--- src/rtl/wb_uart_host.sv ---
// Wishbone initiator for the UART CSR slave.
// Single read/write plus poll-until-clear with ack timeout.
module wb_uart_host #(
  parameter int TIMEOUT  = 255,
  parameter int POLL_MAX = 1023,
  parameter int POLL_GAP = 4
) (
  input  logic        wb_clk_i,
  input  logic        wb_rst_i,
  input  logic        req_valid,
  output logic        req_ready,
  input  logic        req_we,
  input  logic        req_poll,
  input  logic [31:0] req_adr,
  input  logic [31:0] req_dat,
  input  logic [3:0]  req_sel,
  output logic        rsp_valid,
  input  logic        rsp_ready,
  output logic [31:0] rsp_dat,
  output logic        rsp_err,
  output logic        wbm_cyc_o,
  output logic        wbm_stb_o,
  output logic        wbm_we_o,
  output logic [3:0]  wbm_sel_o,
  output logic [31:0] wbm_adr_o,
  output logic [31:0] wbm_dat_o,
  input  logic        wbm_ack_i,
  input  logic [31:0] wbm_dat_i
);

  localparam int TW = $clog2(TIMEOUT + 1);
  localparam int IW = $clog2(POLL_MAX + 1);
  localparam int GW = $clog2(POLL_GAP + 1);

  typedef enum logic [1:0] {
    IDLE, BUS, GAP, RESP
  } state_e;

  state_e        state_q, state_d;
  logic          we_q, we_d;
  logic          poll_q, poll_d;
  logic [31:0]   adr_q, adr_d;
  logic [31:0]   dat_q, dat_d;
  logic [3:0]    sel_q, sel_d;
  logic [TW-1:0] tmo_q, tmo_d;
  logic [IW-1:0] iter_q, iter_d;
  logic [GW-1:0] gap_q, gap_d;
  logic [31:0]   rdat_q, rdat_d;
  logic          rerr_q, rerr_d;
  logic [TW-1:0] tmo_inc;
  logic [IW-1:0] iter_inc;

  assign tmo_inc  = tmo_q + TW'(1);
  assign iter_inc = iter_q + IW'(1);

  // Bus outputs are decoded from state; attributes come from the latched command.
  assign req_ready = (state_q == IDLE);
  assign rsp_valid = (state_q == RESP);
  assign rsp_dat   = rdat_q;
  assign rsp_err   = rerr_q;
  assign wbm_cyc_o = (state_q == BUS);
  assign wbm_stb_o = (state_q == BUS);
  assign wbm_we_o  = we_q & (state_q == BUS);
  assign wbm_sel_o = sel_q;
  assign wbm_adr_o = adr_q;
  assign wbm_dat_o = dat_q;

  // Next-state, command latch, timeout/poll/gap counters and response capture.
  always_comb begin
    state_d = state_q;
    we_d    = we_q;
    poll_d  = poll_q;
    adr_d   = adr_q;
    dat_d   = dat_q;
    sel_d   = sel_q;
    tmo_d   = tmo_q;
    iter_d  = iter_q;
    gap_d   = gap_q;
    rdat_d  = rdat_q;
    rerr_d  = rerr_q;
    unique case (state_q)
      IDLE: begin
        if (req_valid) begin
          we_d    = req_we;
          poll_d  = req_poll & ~req_we;
          adr_d   = req_adr;
          dat_d   = req_dat;
          sel_d   = req_sel;
          tmo_d   = '0;
          iter_d  = '0;
          state_d = BUS;
        end
      end
      BUS: begin
        if (wbm_ack_i) begin
          tmo_d = '0;
          if (!poll_q) begin
            state_d = RESP;
            rerr_d  = 1'b0;
            rdat_d  = we_q ? 32'h0 : wbm_dat_i;
          end else if ((wbm_dat_i & dat_q) == 32'h0) begin
            state_d = RESP;
            rerr_d  = 1'b0;
            rdat_d  = wbm_dat_i;
          end else if (iter_inc == IW'(POLL_MAX)) begin
            state_d = RESP;
            rerr_d  = 1'b1;
            rdat_d  = wbm_dat_i;
          end else begin
            iter_d  = iter_inc;
            gap_d   = '0;
            state_d = GAP;
          end
        end else if (tmo_inc == TW'(TIMEOUT)) begin
          tmo_d   = '0;
          state_d = RESP;
          rerr_d  = 1'b1;
          rdat_d  = 32'h0;
        end else begin
          tmo_d = tmo_inc;
        end
      end
      GAP: begin
        if (gap_q == GW'(POLL_GAP - 1)) begin
          tmo_d   = '0;
          state_d = BUS;
        end else begin
          gap_d = gap_q + GW'(1);
        end
      end
      RESP: begin
        if (rsp_ready) state_d = IDLE;
      end
      default: state_d = IDLE;
    endcase
  end

  // State and datapath registers with asynchronous reset.
  always_ff @(posedge wb_clk_i or posedge wb_rst_i) begin
    if (wb_rst_i) begin
      state_q <= IDLE;
      we_q    <= 1'b0;
      poll_q  <= 1'b0;
      adr_q   <= '0;
      dat_q   <= '0;
      sel_q   <= '0;
      tmo_q   <= '0;
      iter_q  <= '0;
      gap_q   <= '0;
      rdat_q  <= '0;
      rerr_q  <= 1'b0;
    end else begin
      state_q <= state_d;
      we_q    <= we_d;
      poll_q  <= poll_d;
      adr_q   <= adr_d;
      dat_q   <= dat_d;
      sel_q   <= sel_d;
      tmo_q   <= tmo_d;
      iter_q  <= iter_d;
      gap_q   <= gap_d;
      rdat_q  <= rdat_d;
      rerr_q  <= rerr_d;
    end
  end

endmodule
--- config.mk ---
export PLATFORM = sky130hd
export DESIGN_NAME = wb_uart_host
export DESIGN_NICKNAME = d
export VERILOG_FILES = /design/src/rtl/wb_uart_host.sv
export SDC_FILE = /design/constraint.sdc
export NUM_CORES = 1
export LEC_CHECK = 0
export BUFFER_PORTS_ARGS = -buffer_cell sky130_fd_sc_hd__buf_4
export CELL_PAD_IN_SITES_DETAIL_PLACEMENT = 1
export CELL_PAD_IN_SITES_GLOBAL_PLACEMENT = 2
export CORE_MARGIN = 2
export CORE_UTILIZATION = 31
export DETAILED_ROUTE_END_ITERATION = 6
export PLACE_DENSITY_LB_ADDON = 0.1
export SETUP_SLACK_MARGIN = 0.05
export SYNTH_ARGS = -nofsm -noshare
export SYNTH_HDL_FRONTEND = slang
export SYNTH_SLANG_ARGS = --single-unit
--- constraint.sdc ---
create_clock -name wb_clk_i -period 12.3 [get_ports wb_clk_i]
set_input_delay 2.46 -clock wb_clk_i [delete_from_list [all_inputs] [get_ports wb_clk_i]]
set_output_delay 2.46 -clock wb_clk_i [all_outputs]
set_load 0.005 [all_outputs]
## Yosys cells after proc, flatten, opt, wreduce, memory -nomap -nowiden

Cells that the tools add are included.

| storage, ports and cells | value |
|---|---|
| flip-flop bits (word level) | 126 |
| bits in latches | 0 |
| memory bits (writable) | 0 |
| ROM bits | 0 |
| input bits | 107 |
| output and inout bits | 106 |
| word-level logic and storage cells | 83 |
| memories | 0 |

| cells by class | value |
|---|---|
| $add $sub $neg | 3 |
| multipliers | 0 |
| divide/modulo/power cells | 0 |
| $lt $le $gt $ge | 0 |
| eq/ne operators | 16 |
| shift-type cells | 0 |
| muxes and demuxes | 37 |
| bitwise gates (word level) | 4 |
| reduce and logical (&&, ||, !) cells | 12 |

Operator list:

| kind | count |
|---|---|
| 32-bit two-way mux | 6 |
| 10-bit two-way mux | 5 |
| 32-bit AND | 1 |
| 32-bit logical NOT | 1 |
| 8-bit two-way mux | 4 |
| 8-bit case mux with 3 select lines | 1 |
| 10-bit case mux with 2 select lines | 1 |
| 3-bit two-way mux | 5 |
| 6-bit AND reduction | 2 |
| 10-bit by 1-bit adder with 10-bit output (second input constant) | 1 |
| 10-bit == test (second input constant) | 1 |
| 2-bit two-way mux | 5 |
| 2-bit inequality test (second input constant) | 5 |
| 8-bit by 1-bit adder with 8-bit output (second input constant) | 1 |
| 8-bit == test (second input constant) | 1 |
| 1-bit two-way mux | 8 |
| 2-bit case mux with 4 select lines | 1 |
| 2-bit by 1-bit inequality test with 1-bit output (second input constant) | 3 |
| 3-bit case mux with 2 select lines | 1 |
| 3-bit AND reduction | 2 |
| 2-bit nonzero test | 3 |
| 2-bit == test (second input constant) | 2 |
| 4-bit by 2-bit inequality test with 1-bit output (second input constant) | 1 |
| 4-bit AND reduction | 1 |
| 9 further kinds | 10 |

## Longest topological paths before layout

Gate-level depths: netlist of run 1.

| logic depth | value |
|---|---|
| depth in word-level cells | 7 |
| mapped depth | 9 |

## Worst setup path after synthesis of run 1

No wires, ideal clock.

| timing path | value |
|---|---|
| kind | input port to flip-flop |
| start point | input port wbm_dat_i[20] |
| end point | register rdat_q[0], in the netlist rsp_dat[0] |
| arrival | 4.000 ns |
| setup slack | 8.234 ns |
| stages | 7 |
| cell sequence | a22oi_1 nand4_1 or4_4 and3_4 nor3_4 buf_6 a22o_1 |

| between the ends | value |
|---|---|
| word-level cells in the longest chain between the ends | 5 |
| elaborated cells between the ends (all ways) | 7 |
| classes of those cells | 1 x eq/ne; 3 x mux; 1 x bitwise; 2 x reduce/logical |

RTL lines:

| item | RTL line | text |
|---|---|---|
| start, declared | 28 | `input logic [31:0] wbm_dat_i` |
| 32-bit AND * | 101 | `end else if ((wbm_dat_i & dat_q) == 32'h0) begin` |
| 32-bit logical NOT * | 101 |  |
| 32-bit two-way mux | 101 |  |
| 32-bit two-way mux | 97 | `if (!poll_q) begin` |
| 32-bit two-way mux | 95 | `if (wbm_ack_i) begin` |
| end signal, assigned | 162 | `rdat_q <= rdat_d;` |
| end, declared | 48 | `logic [31:0] rdat_q, rdat_d;` |

Mark *: on every way between the ends. The rest lies on a longest branch, timed or not.
A chain may end at the register's enable or synchronous reset.

## Worst setup path in the final report of run 1

| timing path | value |
|---|---|
| start point | input port wbm_dat_i[21] |
| end point | register rdat_q[3], in the netlist rsp_dat[3] |

The elaborated chain is that of the path after synthesis.

==> reports/qor.csv, run 1 <==
stage,metric,value,unit
outcome,run_status,finished clean,
logic_synthesis,avgSynthCellArea,9.54,µm²
timing,setup_viol,0,
placed_design,gp_congestion,0.824,
route,wl_per_cell,18.2,µm
cells_and_area,final_common_cell,nand2_1,
route,num_vias,5022,
timing,setup_slack,7710,ps
setup_path,crit_arrival,4880,ps
cells_and_area,regArea,0.00315,mm²
timing,period_minus_slack,4590,ps
global_routing,antenna_found_initial,0,
cells_and_area,antenna_cells,0,
setup_path,critPathKind,input pin to flip-flop,
clock_network,cts_setup_buffers,0,
power_and_ir_drop,p_leak,0.00410,µW
global_routing,grt_usage,20.2,%
setup_path,cp_max_fo,32,
logic_synthesis,yosysWarnings,0,
clock_network,clock-sinks,126,
power_and_ir_drop,power_density,246,mW/mm²
clock_network,cts_max_level,4,
floorplanning,ios,213,
timing,worst_pin_slew,1100,ps
cells_and_area,nNetsFinal,895,
logic_synthesis,ys_types,47,
setup_path,end_kind,flip-flop,
cells_and_area,drive_above_1_share,32.6,%
route,postRouteAntennaNets,0,
clock_network,path_clk_slew,60,ps
setup_path,reg2reg_depth,7,
clock_network,cts-buffers-inserted,17,
timing,slew-limit-headroom,26.0,%
timing,finClkSkew,6.57,ps
floorplanning,die_h,138,µm
global_routing,grt_max_degree,69,
floorplanning,die-area,0.0189,mm²
setup_path,critPathLaunch,wbm_dat_i[21],
timing,rsz0062_at_grt,false,
setup_path,crit_required,12600,ps
cells_and_area,nFillCells,2026,
timing,final.setup.tns,0,ps
setup_path,critPathLaunchType,input pin,
floorplanning,rows,48,
logic_synthesis,syn_nets,692,
hold_path,hold_start,wbm_adr_o[11]$_DFFE_PP0P_,
hold_path,hold_depth,2,
timing,fmax,218,MHz
setup_path,timing.rr.start,tmo_q[0]$_DFFE_PP0P_,
clock_network,hold_buffers,0,
clock_network,ctsResizeCount,0,
logic_synthesis,syn_inst,579,
placed_design,pre_cts_slack,7290,ps
power_and_ir_drop,power.total,1930,µW
hold_path,hp-class,flip-flop to flip-flop,
global_routing,overflow,0,
cells_and_area,postLayoutCoreUtil,45.2,%
clock_network,clk_latency,420,ps
floorplanning,start_util,31.8,%
timing,holdWs,476,ps
timing,maxSlewViolCount,0,
floorplanning,coreArea,0.0174,mm²
clock_network,cts_buffer_depth,2,
placed_design,dp_hpwl,13300,µm
route,drt_pass1_iterations,4,
global_routing,grt_pass1_vias,5339,
logic_synthesis,synth_area,0.00553,mm²
clock_network,cts_tree,yes,
floorplanning,die-width,138,µm
cells_and_area,final_cell_mix,"nand2_1, buf_4, dfrtp_1",
global_routing,grt_pass1_wl,28900,µm
route,drcViolationCount,0,
placed_design,port_buffers,212,
route,drtIter0Drc,261,
timing,hold_viol,0,
clock_network,root_buffer,clkbuf_16,
logic_synthesis,ys_seq_area_share,57.1,%
cells_and_area,area_growth,42.1,%
cells_and_area,multi_input_comb_area,0.00217,mm²
flow_run,cap_violations,0,
logic_synthesis,synth_seq_cells,126,
power_and_ir_drop,worst_ir_drop_vdd,0.108,mV
route,routed_via_density,4.92,
route,wirelength,18600,µm
timing,period_share,37.3,%
path summary, 6_finish.rpt:
check	endpoint	slack [ps]
max in group asynchronous	wbm_dat_o[19]$_DFFE_PP0P_	8720
min	wbm_adr_o[11]$_DFFE_PP0P_	480
max reg2reg	rsp_dat[3]$_DFFE_PP0P_	9390
min reg2reg	wbm_adr_o[11]$_DFFE_PP0P_	480
max	rsp_dat[3]$_DFFE_PP0P_	7710
min in group asynchronous	wbm_sel_o[0]$_DFFE_PP0P_	2200
cells in the mapped netlist, drive strengths merged:
cell type / count / area, µm²
nand2: 226 / 848
dfrtp: 126 / 3150
a22o: 33 / 289
o21ai: 19 / 95.1
clkbuf: 18 / 67.6
nand3: 18 / 95.1
a22oi: 17 / 128
buf: 15 / 101
a21o: 11 / 82.6
nand4: 11 / 68.8
inv: 10 / 37.5
a21oi: 9 / 45.0
nor2: 9 / 33.8
and3: 6 / 42.5
ha: 6 / 75.1
nor2b: 5 / 31.3
and2: 3 / 18.8
nor3: 3 / 26.3
o22ai: 3 / 18.8
o31ai: 3 / 22.5
xor2: 3 / 26.3
a2111oi: 2 / 17.5
a211oi: 2 / 15.0
nand3b: 2 / 15.0
o211ai: 2 / 15.0
o32ai: 2 / 25.0
or2: 2 / 12.5
a211o: 1 / 8.76
a21bo: 1 / 10.0
a221o: 1 / 10.0
a31oi: 1 / 6.26
and4: 1 / 8.76
and4b: 1 / 10.0
nor3b: 1 / 7.51
o2111ai: 1 / 15.0
o41ai: 1 / 8.76
or3: 1 / 6.26
or3b: 1 / 8.76
or4: 1 / 11.3
xnor2: 1 / 8.76
where the power goes:
part / internal, µW / leakage (µW) / switching [µW]
logic: 366 / 0.00222 / 338
registers: 593 / 0.00161 / 146
clock network: 307 / 0.000279 / 185
total: 1270 / 0.00410 / 668
sequential cells by signal (all words and copies together), names as in the netlist:
| register | flops |
|---|---|
| rsp_dat | 32 |
| gap_q | 3 |
| iter_q | 10 |
| poll_q | 1 |
| rsp_err | 1 |
| wbm_adr_o | 32 |
| we_q | 1 |
| tmo_q | 8 |
| state_q | 2 |
| wbm_dat_o | 32 |
| wbm_sel_o | 4 |
logic make-up (layout without fill, tap and decap cells):
group	Yosys count	after routing	share of synthesized area, %
adder cells (fa/ha/maj)	6	6	1.36
AND/OR/NAND/NOR	291	291	22.5
AO/OA/AOI/OAI	109	109	14.7
flip-flops	126	126	57.1
buffers and inverters	43	259	3.74
XOR/XNOR	4	4	0.634
final cells by class:
class                   instances  area share (%)
clock buffers                  21            5.86
clock inverters                11            1.48
multi-input cells             410            27.6
flip-flops and latches        126            40.2
well taps                     225            3.59
repair buffers                217            20.7
inverters                      10           0.510
metrics by stage:
| stage | instances | cell area, µm² |
|---|---|---|
| after floorplan | 579 | 5530 |
| after global placement | 988 | 7270 |
| after detailed placement | 988 | 7270 |
| after CTS | 1020 | 7850 |
| after global routing | 1020 | 7850 |
| final | 1020 | 7850 |
critical path, stage by stage:
cell     delay [ps]
buf_4           110
a22oi_1         330
nand4_1         170
or4_4           560
nand4_1         160
nand3_2         600
a22o_1          480
metal layers:
layer  vias to the layer above  wire [µm]  global-route usage (%)
li1                       2376          -                       -
met1                      2494       7770                    24.7
met2                       134       9080                    32.7
met3                        18       1380                    7.95
met4                         0        335                    6.64
met5                         -          0                       0
Power figures use the tool's default switching activity.
==> inputs of run 2 (changes only) <==
--- a/config.mk
+++ b/config.mk
@@ -9,7 +9,7 @@
 export CELL_PAD_IN_SITES_DETAIL_PLACEMENT = 1
 export CELL_PAD_IN_SITES_GLOBAL_PLACEMENT = 2
 export CORE_MARGIN = 2
-export CORE_UTILIZATION = 31
+export CORE_UTILIZATION = 28
 export DETAILED_ROUTE_END_ITERATION = 6
 export PLACE_DENSITY_LB_ADDON = 0.1
 export SETUP_SLACK_MARGIN = 0.05
==> constraint.sdc (replaced) <==
create_clock -name wb_clk_i -period 4.65 [get_ports wb_clk_i]
set_input_delay 0.93 -clock wb_clk_i [delete_from_list [all_inputs] [get_ports wb_clk_i]]
set_output_delay 0.93 -clock wb_clk_i [all_outputs]
set_load 0.005 [all_outputs]
==> reports/qor.csv, run 2 (synthesized netlist as in run 1, its figures left out) <==
stage,metric,value,unit
outcome,run_status,finished clean,
route,postRouteAntennaNets,0,
setup_path,end_kind,primary output,
clock_network,ctsResizeCount,0,
setup_path,slowest_stage,nor2b_1,
clock_network,hold_buffers,0,
route,drt_pass1_iterations,4,
route,drtIter0Drc,193,
placed_design,gp_congestion,0.804,
floorplanning,die-width,144,µm
placed_design,dp_hpwl,13800,µm
setup_path,crit_family,simple AND/OR/NAND/NOR gates,
floorplanning,die-area,0.0209,mm²
cells_and_area,final_common_cell,nand2_1,
timing,period_share,71.4,%
timing,slew-limit-headroom,26.6,%
cells_and_area,drive_above_1_share,32.7,%
global_routing,grt_max_degree,72,
clock_network,cts_setup_buffers,0,
clock_network,cts_tree,yes,
global_routing,grt_pass1_vias,5184,
setup_path,path_buf_inv,2,
route,num_vias,5045,
floorplanning,rows,51,
setup_path,crit_arrival,2390,ps
route,drcViolationCount,0,
cells_and_area,area_growth,43.1,%
timing,period_minus_slack,3320,ps
global_routing,overflow,0,
cells_and_area,nNetsFinal,894,
timing,final.setup.tns,0,ps
clock_network,cts_buffer_depth,2,
floorplanning,coreArea,0.0194,mm²
clock_network,clk_latency,420,ps
setup_path,critPathLaunchType,flip-flop,
setup_path,cp_max_fo,16,
power_and_ir_drop,p_leak,0.00409,µW
floorplanning,start_util,28.5,%
power_and_ir_drop,power.total,5170,µW
setup_path,crit_required,3720,ps
flow_run,cap_violations,0,
placed_design,port_buffers,212,
hold_path,hp-class,flip-flop to flip-flop,
power_and_ir_drop,power_density,653,mW/mm²
global_routing,grt_usage,18.9,%
floorplanning,die_h,144,µm
route,wirelength,19300,µm
timing,hold_viol,0,
route,routed_via_density,4.77,
clock_network,cts_max_level,4,
floorplanning,ios,213,
timing,finClkSkew,15.7,ps
clock_network,root_buffer,clkbuf_16,
timing,maxSlewViolCount,0,
power_and_ir_drop,worst_ir_drop_vdd,0.252,mV
timing,holdWs,474,ps
timing,rsz0062_at_grt,false,
timing,setup_viol,0,
clock_network,cts-buffers-inserted,17,
route,wl_per_cell,18.3,µm
global_routing,antenna_found_initial,0,
timing,fmax,301,MHz
cells_and_area,nFillCells,2304,
timing,worst_pin_slew,1090,ps
setup_path,crit_path_cell_trace,nor2b_1 -> inv_1 -> nor2_1 -> buf_4,
global_routing,grt_pass1_wl,29800,µm
setup_path,slowest_delay,660,ps
cells_and_area,final_cell_mix,"nand2_1, buf_4, dfrtp_1",
clock_network,path_clk_slew,60,ps
setup_path,critPathKind,flip-flop to primary output,
clock_network,clock-sinks,126,
cells_and_area,antenna_cells,0,
==> run 2: changes by cell type in the layout (fill, tap and decap cells not counted), moves of 2 or more <==
cell        before  now
clkinv_2         5    2
buf_4          217  215
clkbuf_1         2    0
clkinvlp_4       3    6
==> run 2: area by class of cell <==
type	count	area [µm²]	share of cell area [%]
Multi-Input combinational cell	410	2170	27.4
Inverter	10	40.0	0.506
Sequential cell	126	3150	39.9
Timing Repair Buffer	216	1630	20.7
Clock inverter	13	141	1.79
Clock buffer	18	439	5.55
Tap cell	265	332	4.19
==> run 2: stage by stage <==
stage | utilization, % | cells | worst slack [ps] | cell area (µm²)
2_1_floorplan | - | 579 | 364 | 5530
3_3_place_gp | 37.8 | 1027 | 1080 | 7330
3_5_place_dp | 37.8 | 1027 | 1030 | 7330
4_1_cts | 40.8 | 1058 | 1290 | 7910
5_1_grt | 40.8 | 1058 | 1080 | 7910
6_report | 40.8 | 1058 | 1330 | 7910
==> run 2: power by group <==
| part | total (µW) | switching (µW) | internal, µW |
|---|---|---|---|
| registers | 1970 | 401 | 1570 |
| clock network | 1340 | 538 | 801 |
| logic | 1860 | 898 | 965 |
==> run 2: final timing paths <==
| path | startpoint | to | slack, ps | cells past startpoint |
|---|---|---|---|---|
| worst min register to register | wbm_adr_o[27]$_DFFE_PP0P_ | wbm_adr_o[27]$_DFFE_PP0P_ | 470 | 2 |
| max in group asynchronous | wb_rst_i | wbm_adr_o[12]$_DFFE_PP0P_ | 3100 | 3 |
| worst max-delay path | state_q[0]$_DFFE_PP0P_ | wbm_we_o | 1330 | 4 |
| worst min-delay path | wbm_adr_o[27]$_DFFE_PP0P_ | wbm_adr_o[27]$_DFFE_PP0P_ | 470 | 2 |
| min in group asynchronous | wb_rst_i | wbm_sel_o[0]$_DFFE_PP0P_ | 630 | 2 |
| worst max register to register | wbm_dat_o[30]$_DFFE_PP0P_ | rsp_dat[11]$_DFFE_PP0P_ | 1650 | 6 |
==> run 2: per-layer routing <==
layer,vias to the layer above,track usage (%),part of all wire [%]
met1,2519,25.1,44
met3,21,6.66,6.9
met4,0,6.49,1.8
met2,132,28.7,48
met5,-,0,0
li1,2373,-,-
==> run 2: worst reg2reg max path, delay by kind of cell, from the launching register on <==
kind / cells / cell delay [ps]
and+or+nand+nor: 4 / 1620
DFF: 1 / 410
AOI/OAI and AO/OA: 2 / 860
==> inputs of run 3 (changes only) <==
==> constraint.sdc (replaced) <==
create_clock -name wb_clk_i -period 3.3 [get_ports wb_clk_i]
set_input_delay 0.66 -clock wb_clk_i [delete_from_list [all_inputs] [get_ports wb_clk_i]]
set_output_delay 0.66 -clock wb_clk_i [all_outputs]
set_load 0.005 [all_outputs]
==> reports/qor.csv, run 3 (synthesized netlist as in run 1, its figures left out) <==
stage,metric,value,unit
power_and_ir_drop,p_sw_share,35.1,%
global_routing,grt_max_degree,72,
setup_path,crit_arrival,1880,ps
power_and_ir_drop,p_clk_share,25.1,%
global_routing,grt_pass1_vias,5396,
setup_path,end_kind,primary output,
flow_run,cap_violations,0,
setup_path,slowest_delay,610,ps
route,postRouteAntennaNets,0,
global_routing,grt_usage,18.8,%
setup_path,path_common_cell,buf_4,
clock_network,clock-sinks,126,
route,wl_per_cell,18.0,µm
route,wirelength,19200,µm
cells_and_area,antenna_cells,0,
hold_path,hold_depth,3,
setup_path,critPathKind,flip-flop to primary output,
timing,rsz0062_at_grt,false,
clock_network,cts_buffer_depth,2,
placed_design,pre_cts_slack,389,ps
route,num_vias,5045,
setup_path,timing.rr.start,wbm_dat_o[18]$_DFFE_PP0P_,
clock_network,cts_max_level,4,
power_and_ir_drop,power_switching,2550,µW
power_and_ir_drop,power_density,910,mW/mm²
setup_path,r2r_end,rsp_dat[30]$_DFFE_PP0P_,
route,routed_via_density,4.73,
floorplanning,coreArea,0.0194,mm²
global_routing,met2_usage,30.8,%
power_and_ir_drop,power.total,7270,µW
clock_network,cts_tree,yes,
route,drcViolationCount,0,
global_routing,globalRouteMet3Util,6.23,%
global_routing,antenna_found_initial,1,
placed_design,port_buffers,212,
clock_network,root_buffer,clkbuf_16,
setup_path,cp_max_fo,16,
timing,final.setup.tns,0,ps
setup_path,slowest_stage,dfrtp_1,
cells_and_area,fin_cells,1066,
setup_path,reg2reg_depth,7,
clock_network,ctsResizeCount,0,
power_and_ir_drop,worst_ir_drop_vdd,0.330,mV
timing,worst_pin_slew,937,ps
global_routing,grt_pass1_wl,29600,µm
power_and_ir_drop,p_seq_share,38.1,%
cells_and_area,drive_above_1_share,33.1,%
floorplanning,ios,213,
cells_and_area,area_growth,44.6,%
placed_design,dp_hpwl,14000,µm
timing,period_share,76.9,%
timing,maxSlewViolCount,0,
clock_network,hold_buffers,0,
cells_and_area,final_cell_mix,"nand2_1, buf_4, dfrtp_1",
floorplanning,start_util,28.5,%
power_and_ir_drop,intPower,4720,µW
cells_and_area,postLayoutCoreUtil,41.2,%
setup_path,critPathLaunchType,flip-flop,
placed_design,post-place-cells,1034,
timing,hold_viol,0,
global_routing,grt_use_met1,23.5,%
global_routing,overflow,0,
hold_path,hold-path-endpoint,wbm_dat_o[13]$_DFFE_PP0P_,
outcome,run_status,finished clean,
route,drtIter0Drc,208,
clock_network,cts-buffers-inserted,17,
timing,setup_slack,761,ps
timing,setup_viol,0,
setup_path,crit_path_cell_trace,nor2b_1 -> buf_4 -> inv_1 -> nor2_1 -> buf_4,
hold_path,hp-class,input pin to flip-flop,
clock_network,clk_latency,420,ps
power_and_ir_drop,power_frac_comb,36.8,%
timing,slew-limit-headroom,37.4,%
floorplanning,die_h,144,µm
timing,period_minus_slack,2540,ps
floorplanning,die-width,144,µm
route,drt_pass1_iterations,4,
cells_and_area,final_common_cell,nand2_1,
cells_and_area,nNetsFinal,901,
setup_path,crit_required,2640,ps
power_and_ir_drop,p_leak,0.00414,µW
global_routing,top_usage_layer,met2,
floorplanning,die-area,0.0209,mm²
placed_design,gp_congestion,0.778,
timing,finClkSkew,13.4,ps
hold_path,hold_start,req_dat[13],
clock_network,path_clk_slew,60,ps
setup_path,reg2reg_slack,790,ps
cells_and_area,nFillCells,2263,
clock_network,cts_setup_buffers,0,
timing,fmax,394,MHz
floorplanning,rows,51,
## run 3: through the flow
step	hold WS [ps]	instance area [µm²]
4_1_cts	415	7990
2_1_floorplan	470	5530
6_report	424	7990
3_3_place_gp	461	7420
5_1_grt	417	7990
3_5_place_dp	467	7420
## run 3: worst max-delay path by stage
stage	from	to	slack, ps	cells past startpoint
after floorplan	wbm_dat_i[20]	rsp_dat[0]$_DFFE_PP0P_	1030	7
after global placement	wbm_dat_i[30]	rsp_dat[30]$_DFFE_PP0P_	420	8
after detailed placement	wbm_dat_i[30]	rsp_dat[22]$_DFFE_PP0P_	390	8
after CTS	state_q[0]$_DFFE_PP0P_	wbm_we_o	700	5
after global routing	state_q[0]$_DFFE_PP0P_	wbm_we_o	550	5
final	state_q[0]$_DFFE_PP0P_	wbm_we_o	760	5
## run 3: per-layer routing
metal | wire, µm | share of wire (%)
met1 | 8360 | 43
met3 | 1060 | 5.5
met4 | 260 | 1.4
met2 | 9530 | 50
met5 | 13 | 0.068
## run 3: area by class of cell
type	count	area [µm²]	area share (%)
Timing Repair Buffer	223	1720	21.6
Tap cell	265	332	4.15
Clock inverter	9	83.8	1.05
Sequential cell	126	3150	39.4
Clock buffer	23	488	6.11
Multi-Input combinational cell	410	2170	27.2
Inverter	10	41.3	0.517
## run 3: power by group through the flow
stage | clock network (µW) | logic [µW] | registers, µW
after detailed placement | 0 | 2740 | 2780
after global placement | 0 | 2650 | 2770
after global routing | 1940 | 2980 | 2870
after floorplan | 0 | 1220 | 2660
final | 1830 | 2670 | 2770
after CTS | 1870 | 2740 | 2780
## run 3: worst max-delay path: cells and delay by family, from the launching register on
family,cells,cell delay [ps]
and+or+nand+nor,2,380
DFF,1,610
buffers and inverters,3,470
